`config.mk`:
```
export PLATFORM = sky130hd
export DESIGN_NAME = step_clk_gen
export DESIGN_NICKNAME = d
export VERILOG_FILES = /design/src/rtl/step_clk_gen.sv
export SDC_FILE = /design/constraint.sdc
export NUM_CORES = 1
export LEC_CHECK = 0
export BUFFER_PORTS_ARGS = -buffer_cell sky130_fd_sc_hd__buf_2
export CORE_MARGIN = 2
export CORE_UTILIZATION = 30
export CTS_CLUSTER_SIZE = 10
export DETAILED_ROUTE_END_ITERATION = 8
export PLACE_DENSITY_LB_ADDON = 0.08
export SETUP_SLACK_MARGIN = 0.2
export SLEW_MARGIN = 40
export SYNTH_ARGS = -nofsm -noshare
export SYNTH_HDL_FRONTEND = slang
export SYNTH_SLANG_ARGS = --single-unit
```
`constraint.sdc`:
```
create_clock -name CLK -period 2.05 [get_ports CLK]
set_input_delay 0.41 -clock CLK [delete_from_list [all_inputs] [get_ports CLK]]
set_output_delay 0.41 -clock CLK [all_outputs]
set_load 0.1 [all_outputs]
```
`src/rtl/step_clk_gen.sv`:
```
// ---------------------------------------------------------------------------
// step_clk_gen
//   Generates a slow, stepped clock for a teaching CPU. A step is a high
//   phase of HIGH_CYCLES followed by a low phase of LOW_CYCLES system clocks.
//   Steps are requested manually (key_pulse) or automatically every RUN_DIV
//   idle cycles (run_sel=1). A CPU halt stops stepping until reset, but only
//   after any step in progress has completed.
//
// Ports
//   CLK        in   system clock, rising edge
//   Reset      in   synchronous, active-low reset
//   key_pulse  in   one-cycle step request (debounced)
//   run_sel    in   1 = free-run auto-step, 0 = manual single-step
//   halt_in    in   CPU halt indication (level)
//   cpu_clk    out  registered stepped clock to the CPU
//   busy       out  high while a step (high or low phase) is in progress
//   halted     out  high once the generator has stopped on a CPU halt
//   step_count out  16-bit count of issued steps (wraps)
// ---------------------------------------------------------------------------
module step_clk_gen #(
  parameter int HIGH_CYCLES = 4,
  parameter int LOW_CYCLES  = 4,
  parameter int RUN_DIV     = 1000000
) (
  input  logic        CLK,
  input  logic        Reset,
  input  logic        key_pulse,
  input  logic        run_sel,
  input  logic        halt_in,
  output logic        cpu_clk,
  output logic        busy,
  output logic        halted,
  output logic [15:0] step_count
);

  localparam int PH_MAX = (HIGH_CYCLES > LOW_CYCLES) ? HIGH_CYCLES : LOW_CYCLES;
  localparam int PH_W   = (PH_MAX > 1) ? $clog2(PH_MAX) : 1;
  localparam int RT_W   = $clog2(RUN_DIV);

  localparam logic [PH_W-1:0] HIGH_LAST = PH_W'(HIGH_CYCLES - 1);
  localparam logic [PH_W-1:0] LOW_LAST  = PH_W'(LOW_CYCLES - 1);
  localparam logic [RT_W-1:0] RUN_LAST  = RT_W'(RUN_DIV - 1);

  typedef enum logic [1:0] {
    ST_IDLE,
    ST_HIGH,
    ST_LOW,
    ST_HALTED
  } state_t;

  state_t          state_q, state_d;
  logic [PH_W-1:0] phase_q, phase_d;
  logic [RT_W-1:0] timer_q, timer_d;
  logic            pending_q, pending_d;
  logic            halt_req_q, halt_req_d;
  logic            step_inc;

  // Next-state logic. The run timer defaults to zero so it clears whenever
  // the FSM is outside IDLE, in manual mode, or halting.
  always_comb begin
    state_d    = state_q;
    phase_d    = phase_q;
    timer_d    = '0;
    pending_d  = pending_q;
    halt_req_d = halt_req_q;
    step_inc   = 1'b0;

    unique case (state_q)
      ST_IDLE: begin
        halt_req_d = 1'b0;
        if (halt_in) begin
          // Halt has priority over any step request arriving this cycle.
          state_d   = ST_HALTED;
          pending_d = 1'b0;
        end else if (run_sel) begin
          pending_d = 1'b0;
          if (timer_q == RUN_LAST) begin
            state_d  = ST_HIGH;
            phase_d  = '0;
            step_inc = 1'b1;
          end else begin
            timer_d = timer_q + 1'b1;
          end
        end else if (key_pulse || pending_q) begin
          state_d   = ST_HIGH;
          phase_d   = '0;
          pending_d = 1'b0;
          step_inc  = 1'b1;
        end
      end

      ST_HIGH: begin
        // A halt seen mid-step is remembered so the step still completes.
        if (halt_in) halt_req_d = 1'b1;
        if (!run_sel && key_pulse) pending_d = 1'b1;
        if (phase_q == HIGH_LAST) begin
          state_d = ST_LOW;
          phase_d = '0;
        end else begin
          phase_d = phase_q + 1'b1;
        end
      end

      ST_LOW: begin
        if (halt_in) halt_req_d = 1'b1;
        if (!run_sel && key_pulse) pending_d = 1'b1;
        if (phase_q == LOW_LAST) begin
          phase_d = '0;
          if (halt_req_q || halt_in) begin
            state_d    = ST_HALTED;
            pending_d  = 1'b0;
            halt_req_d = 1'b0;
          end else begin
            state_d = ST_IDLE;
          end
        end else begin
          phase_d = phase_q + 1'b1;
        end
      end

      ST_HALTED: begin
        // Sticky until reset; all requests are ignored.
        pending_d = 1'b0;
      end

      default: state_d = ST_IDLE;
    endcase
  end

  // State and output registers. Outputs are decoded from the next state so
  // they line up with the state register without any input-to-output path.
  always_ff @(posedge CLK) begin
    if (!Reset) begin
      state_q    <= ST_IDLE;
      phase_q    <= '0;
      timer_q    <= '0;
      pending_q  <= 1'b0;
      halt_req_q <= 1'b0;
      cpu_clk    <= 1'b0;
      busy       <= 1'b0;
      halted     <= 1'b0;
      step_count <= 16'h0000;
    end else begin
      state_q    <= state_d;
      phase_q    <= phase_d;
      timer_q    <= timer_d;
      pending_q  <= pending_d;
      halt_req_q <= halt_req_d;
      cpu_clk    <= (state_d == ST_HIGH);
      busy       <= (state_d == ST_HIGH) || (state_d == ST_LOW);
      halted     <= (state_d == ST_HALTED);
      if (step_inc) step_count <= step_count + 16'd1;
    end
  end

endmodule

```
[After elaboration in Yosys (flattened, before gate mapping)]
Cells that the tools add are included.
Word-level totals
  word-level logic and storage cells: 68
  memories: 0
  input port bits: 5
  memory bits (writable): 0
  bits in latches: 0
  output and inout bits: 19
  bits in read-only memories: 0
  register bits after elaboration: 45
Cells by class
  multiplexer cells: 30
  reduce and logical (&&, ||, !) cells: 11
  divide/modulo/power cells: 0
  add/subtract/negate cells: 3
  eq/ne operators: 12
  $mul: 0
  shifts and indexed selects: 0
  magnitude comparators: 0
  bitwise gates (word level): 3
Operators with widths (number)
  $mux W2: 12
  $add A20 B1 Y20 const B: 1
  $eq A20 B20 Y1 const B: 1
  $add A16 B1 Y16 const B: 1
  $mux W1: 14
  $eq A2 B2 Y1 const B: 5
  $ne A3 B3 Y1 const B: 2
  $pmux W2 S3: 1
  $reduce_or A5 Y1: 1
  $eq A2 B1 Y1 const B: 2
  $ne A4 B4 Y1 const B: 1
  $pmux W1 S4: 1
  $pmux W2 S2: 1
  $reduce_and A4 Y1: 1
  $logic_or A1 B1 Y1: 3
  $not A1 Y1: 3
  $pmux W1 S3: 1
  $reduce_bool A3 Y1: 1
  $add A2 B1 Y2 const B: 1
  $logic_not A2 Y1: 1
  $ne A2 B2 Y1 const B: 1
  $reduce_bool A2 Y1: 1
  $reduce_or A2 Y1: 1
  $logic_and A1 B1 Y1: 1
  $logic_not A1 Y1: 1

[Logic depth before layout (Yosys ltp)]
  depth in word-level cells: 7
  mapped depth: 9
  gate-level depth less buffers: 9

[Worst setup path after synthesis]
Ideal clock, no wire load.
  path kind: register to register
  from: register step_count[2]
  to: register step_count[15]
  period minus slack after synthesis: 2.507 ns
  buffers on the path: 0
  required time: 1.916 ns
  setup time: 0.134 ns
  arrival: 2.373 ns
  setup slack: -0.457 ns
  cell stages (with the launch flop): 6
  cells stage by stage: dfxtp_1 nand4_1 nor4_1 nor2_1 a31oi_1 or4b_1
On the way
  word-level cells in the longest chain between the ends: 1
RTL lines
  start: declaration: RTL line 33  | output logic [15:0] step_count
  start signal: assignment: RTL line 152  | if (step_inc) step_count <= step_count + 16'd1;
  $add A16 B1 Y16: RTL line 152
Every way passes these cells.
A chain may end at the register's enable or synchronous reset.

[Worst setup path in the final report]
  from: register timer_q[12]
  to: register step_count[15]
On the way
  word-level cells in the longest chain between the ends: 5
RTL lines
  start: declaration: RTL line 53  | logic [RT_W-1:0] timer_q, timer_d;
  start signal: assignment: RTL line 146  | timer_q <= timer_d;
  $eq A20 B20 Y1: RTL line 77  | if (timer_q == RUN_LAST) begin
  $mux W1: RTL line 77
  $mux W1: RTL line 75  | end else if (run_sel) begin
  $mux W1: RTL line 71  | if (halt_in) begin
  $mux W1: RTL line 68  | unique case (state_q)
Every way passes these cells.

==> impl_metrics.prom <==
# TYPE chip_impl_metric gauge
chip_impl_metric{name="dp_hpwl",unit="um"} 4040
chip_impl_metric{name="post_synth_fa_ha_maj_area_fraction",unit="%"} 4.77
chip_impl_metric{name="synth_enable_flop_cells",unit=""} 0
chip_impl_info{name="critical_path.cell_chain",value="or4b_4, nor4_4, and4_4, nor3_2, or4b_1"} 1
chip_impl_metric{name="maximum_number_of_pins_on_one_net_before_global_route_repair",unit=""} 21
chip_impl_metric{name="setup_violations",unit=""} 0
chip_impl_metric{name="nFillCells",unit=""} 825
chip_impl_metric{name="drt_pass1_iterations",unit=""} 4
chip_impl_metric{name="layout_worst_path_cycle_share",unit="%"} 97.5
chip_impl_metric{name="grt_remaining_overflow",unit=""} 0
chip_impl_metric{name="wire_per_inst",unit="um"} 13.0
chip_impl_metric{name="worstMarginPinSlew",unit="ps"} 491
chip_impl_metric{name="area.growth.synth_to_final",unit="%"} 30.0
chip_impl_metric{name="finalInstanceArea",unit="um2"} 3070
chip_impl_metric{name="count_of_mapped_cells_out_of_synthesis",unit=""} 283
chip_impl_metric{name="final-max-slew-violation-count",unit=""} 0
chip_impl_info{name="critical_path.slowest_cell",value="or4b_4"} 1
chip_impl_metric{name="die-height",unit="um"} 92.7
chip_impl_info{name="hold_class",value="in -> reg"} 1
chip_impl_metric{name="muxShareOfSynthArea",unit="%"} 0
chip_impl_metric{name="global_route_wire_length_before_repair",unit="um"} 9640
chip_impl_metric{name="clkTransAtPathRegs",unit="ps"} 90
chip_impl_info{name="cts_root_buffer",value="clkbuf_8"} 1
chip_impl_info{name="synth_area_leader",value="dfxtp_1"} 1
chip_impl_metric{name="synth.distinct_cells",unit=""} 49
chip_impl_metric{name="synth_nets",unit=""} 297
chip_impl_metric{name="drt-initial-drc-count",unit=""} 76
chip_impl_info{name="critPathLaunchType",value="register"} 1
chip_impl_metric{name="fin_skew",unit="ps"} 11.2
chip_impl_metric{name="crit_buf_inv",unit=""} 0
chip_impl_metric{name="htree_num_levels",unit=""} 2
chip_impl_metric{name="floorplan.die_area",unit="um2"} 8600
chip_impl_info{name="yosys.cell_count.top_type",value="dfxtp_1"} 1
chip_impl_metric{name="routed_wirelength",unit="um"} 5780
chip_impl_metric{name="warning_count_from_the_yosys_run",unit=""} 0
chip_impl_info{name="outcome",value="complete, no violations"} 1
chip_impl_metric{name="area_share_of_the_largest_cell_type_after_synthesis",unit="%"} 38.1
chip_impl_info{name="yosys-top-cells-count",value="dfxtp_1 (45), nor2_1 (38), nand2_1 (24)"} 1
chip_impl_metric{name="dp_worst_setup_slack",unit="ps"} 26.5
chip_impl_metric{name="synth_area_per_cell",unit="um2"} 8.35
chip_impl_metric{name="initial_core_util",unit="%"} 30.7
chip_impl_metric{name="placeableCoreArea",unit="um2"} 7690
chip_impl_metric{name="cts_num_sinks",unit=""} 45
chip_impl_metric{name="setup_ws_post_layout",unit="ps"} 50.7
chip_impl_metric{name="cts_inserted_buffers",unit=""} 5
chip_impl_metric{name="layout-drive-gt1-share",unit="%"} 32.0
chip_impl_metric{name="finalWeightedCongestion",unit=""} 0.749
chip_impl_metric{name="synth_xor_area_share",unit="%"} 7.04
chip_impl_metric{name="maxCapViolations",unit=""} 0
chip_impl_metric{name="io_buffer_count",unit=""} 23
chip_impl_metric{name="clk_path_buf_depth",unit=""} 2
chip_impl_metric{name="final_antenna_net_count",unit=""} 0
chip_impl_info{name="timing_worst_setup_path_type",value="reg -> reg"} 1
chip_impl_info{name="worst_path_dominant_cell_family",value="simple AND/OR/NAND/NOR gates"} 1
chip_impl_metric{name="viasPerCell",unit=""} 4.90
chip_impl_info{name="crit_path_end_kind",value="register"} 1
chip_impl_info{name="synth_top_family_by_area",value="simple AND/OR/NAND/NOR gates"} 1
chip_impl_metric{name="ys_seq_elements",unit=""} 45
chip_impl_info{name="cts_tree",value="yes"} 1
chip_impl_info{name="rsz0062_at_grt",value="true"} 1
chip_impl_metric{name="power.density",unit="nW/um2"} 746
chip_impl_metric{name="placed_area",unit="um2"} 2810
chip_impl_metric{name="drcViolationCount",unit=""} 0
chip_impl_metric{name="die_w",unit="um"} 92.7
chip_impl_metric{name="insertion_delay",unit="ps"} 300
chip_impl_metric{name="num-nets-final",unit=""} 354
chip_impl_metric{name="first_global_vias",unit=""} 2038
chip_impl_metric{name="io_pins",unit=""} 24
chip_impl_metric{name="synthSimpleGateAreaFrac",unit="%"} 32.7
chip_impl_metric{name="hold_buffers",unit=""} 0
chip_impl_metric{name="cp_data_required_time",unit="ps"} 2230
chip_impl_metric{name="critPathArrivalTime",unit="ps"} 2180
chip_impl_metric{name="power",unit="mW"} 2.29
chip_impl_metric{name="grtUsageTotal",unit="%"} 14.0
chip_impl_metric{name="dr_total_vias",unit=""} 2172
chip_impl_metric{name="fp-row-count",unit=""} 32
chip_impl_metric{name="antenna-diode-count",unit=""} 0
chip_impl_metric{name="synth.cell_area",unit="um2"} 2360
chip_impl_metric{name="max_stage_delay",unit="ps"} 540
chip_impl_metric{name="synthArstFlopShare",unit="%"} 0
chip_impl_info{name="synth-main-ff-cell",value="dfxtp_1"} 1
chip_impl_metric{name="maximum_net_fanout_on_the_critical_path",unit=""} 5
chip_impl_metric{name="finalWorstPathRequiredPeriod",unit="ps"} 2000
chip_impl_metric{name="timing.max_slew.rel_slack",unit="%"} 67.5
chip_impl_metric{name="seq_area_frac_synth",unit="%"} 38.1
chip_impl_metric{name="vdd.ir_drop.worst",unit="V"} 0.000483
chip_impl_metric{name="holdWs",unit="ps"} 475
chip_impl_metric{name="initial_antenna_violation_count",unit=""} 0
chip_impl_metric{name="fmax",unit="MHz"} 500
chip_impl_info{name="post_synth_main_area_contributors",value="dfxtp_1 (38%), nor2_1 (6.0%), ha_1 (4.8%), nand2_1 (3.8%), xnor2_1 (3.7%)"} 1
chip_impl_metric{name="p_leak",unit="nW"} 1.18
chip_impl_metric{name="final-hold-violation-count",unit=""} 0
chip_impl_metric{name="synth_compound_area_share",unit="%"} 12.9
==> layer usage <==
layer / vias to the layer above / wire (um) / part of all wire (%) / track usage (%)
met5: - / 0 / 0 / 0
met1: 1007 / 3090 / 53 / 19.7
met2: 25 / 2430 / 42 / 21.2
li1: 1133 / - / - / -
met4: 0 / 90 / 1.6 / 4.41
met3: 7 / 168 / 2.9 / 3.34
==> cell usage in the layout, fill, tap and decap left out, types with 5 or more instances in the layout <==
master	netlist	routed
nand4_1	11	11
nor3_1	9	9
clkbuf_8	2	6
or3_1	9	9
dfxtp_4	0	8
nor2_1	38	38
xnor2_1	10	10
nand2_1	24	24
dfxtp_2	0	11
inv_1	11	9
ha_1	9	5
nand3_1	14	12
xor2_1	9	9
o21ai_0	13	7
dfxtp_1	45	26
a21oi_1	15	15
buf_2	0	23
o21ai_1	0	6
buf_4	0	30
==> state kept, by name, summed over array words and instances (netlist names) <==
| name | flops |
|---|---|
| pending_q | 1 |
| halt_req_q | 1 |
| timer_q | 20 |
| busy | 1 |
| phase_q | 2 |
| state_q | 2 |
| halted | 1 |
| step_count | 16 |
| cpu_clk | 1 |
==> layout make-up <==
type,count,area [um2],share of cell area [%]
Clock buffer,8,90.1,2.93
Sequential cell,45,945,30.8
Multi-Input combinational cell,217,1430,46.7
Inverter,12,45.0,1.47
Timing Repair Buffer,59,430,14.0
Tap cell,102,128,4.15
==> worst paths after layout <==
check	cells past startpoint	slack, ps	end	startpoint
worst max-delay path	5	50	step_count[15]$_SDFFE_PN0P_	timer_q[12]$_SDFF_PP0_
worst min-delay path	3	470	pending_q$_SDFFE_PN0P_	key_pulse
worst max register to register	5	50	step_count[15]$_SDFFE_PN0P_	timer_q[12]$_SDFF_PP0_
worst min register to register	2	490	step_count[1]$_SDFFE_PN0P_	step_count[1]$_SDFFE_PN0P_
==> what timing repair did <==
action | CTS | global route
pin swaps | 5 | 7
hold endpoints to repair | 0 | 0
setup buffers | 3 | 4
setup endpoints to repair | 15 | 23
gates cloned | 0 | 1
gates resized for setup | 11 | 16
==> where the power goes <==
| part | internal (mW) | switching, mW | total [mW] |
|---|---|---|---|
| Clock | 0.276 | 0.300 | 0.575 |
| Sequential | 0.921 | 0.0258 | 0.947 |
| Combinational | 0.299 | 0.471 | 0.771 |
| Total | 1.50 | 0.797 | 2.29 |
==> stage by stage <==
step / instances / utilization [%] / setup TNS, ps
floorplan: 283 / - / -55.2
global placement: 427 / 36.6 / 0
detailed placement: 427 / 36.6 / 0
CTS: 438 / 38.6 / 0
global route: 443 / 40.0 / -54.5
finish: 443 / 40.0 / 0
==> cells by family after synthesis <==
family          count (synthesis)
simple gates                  141
compound gates                 48
flops                          45
buf+inv                        21
xor+xnor                       19
fa+ha+maj                       9
==> worst min-delay path, stage by stage <==
cell	delay (ps)
buf_2	120
a21oi_1	150
nor3_1	60
(Power assumes the default switching activity.)
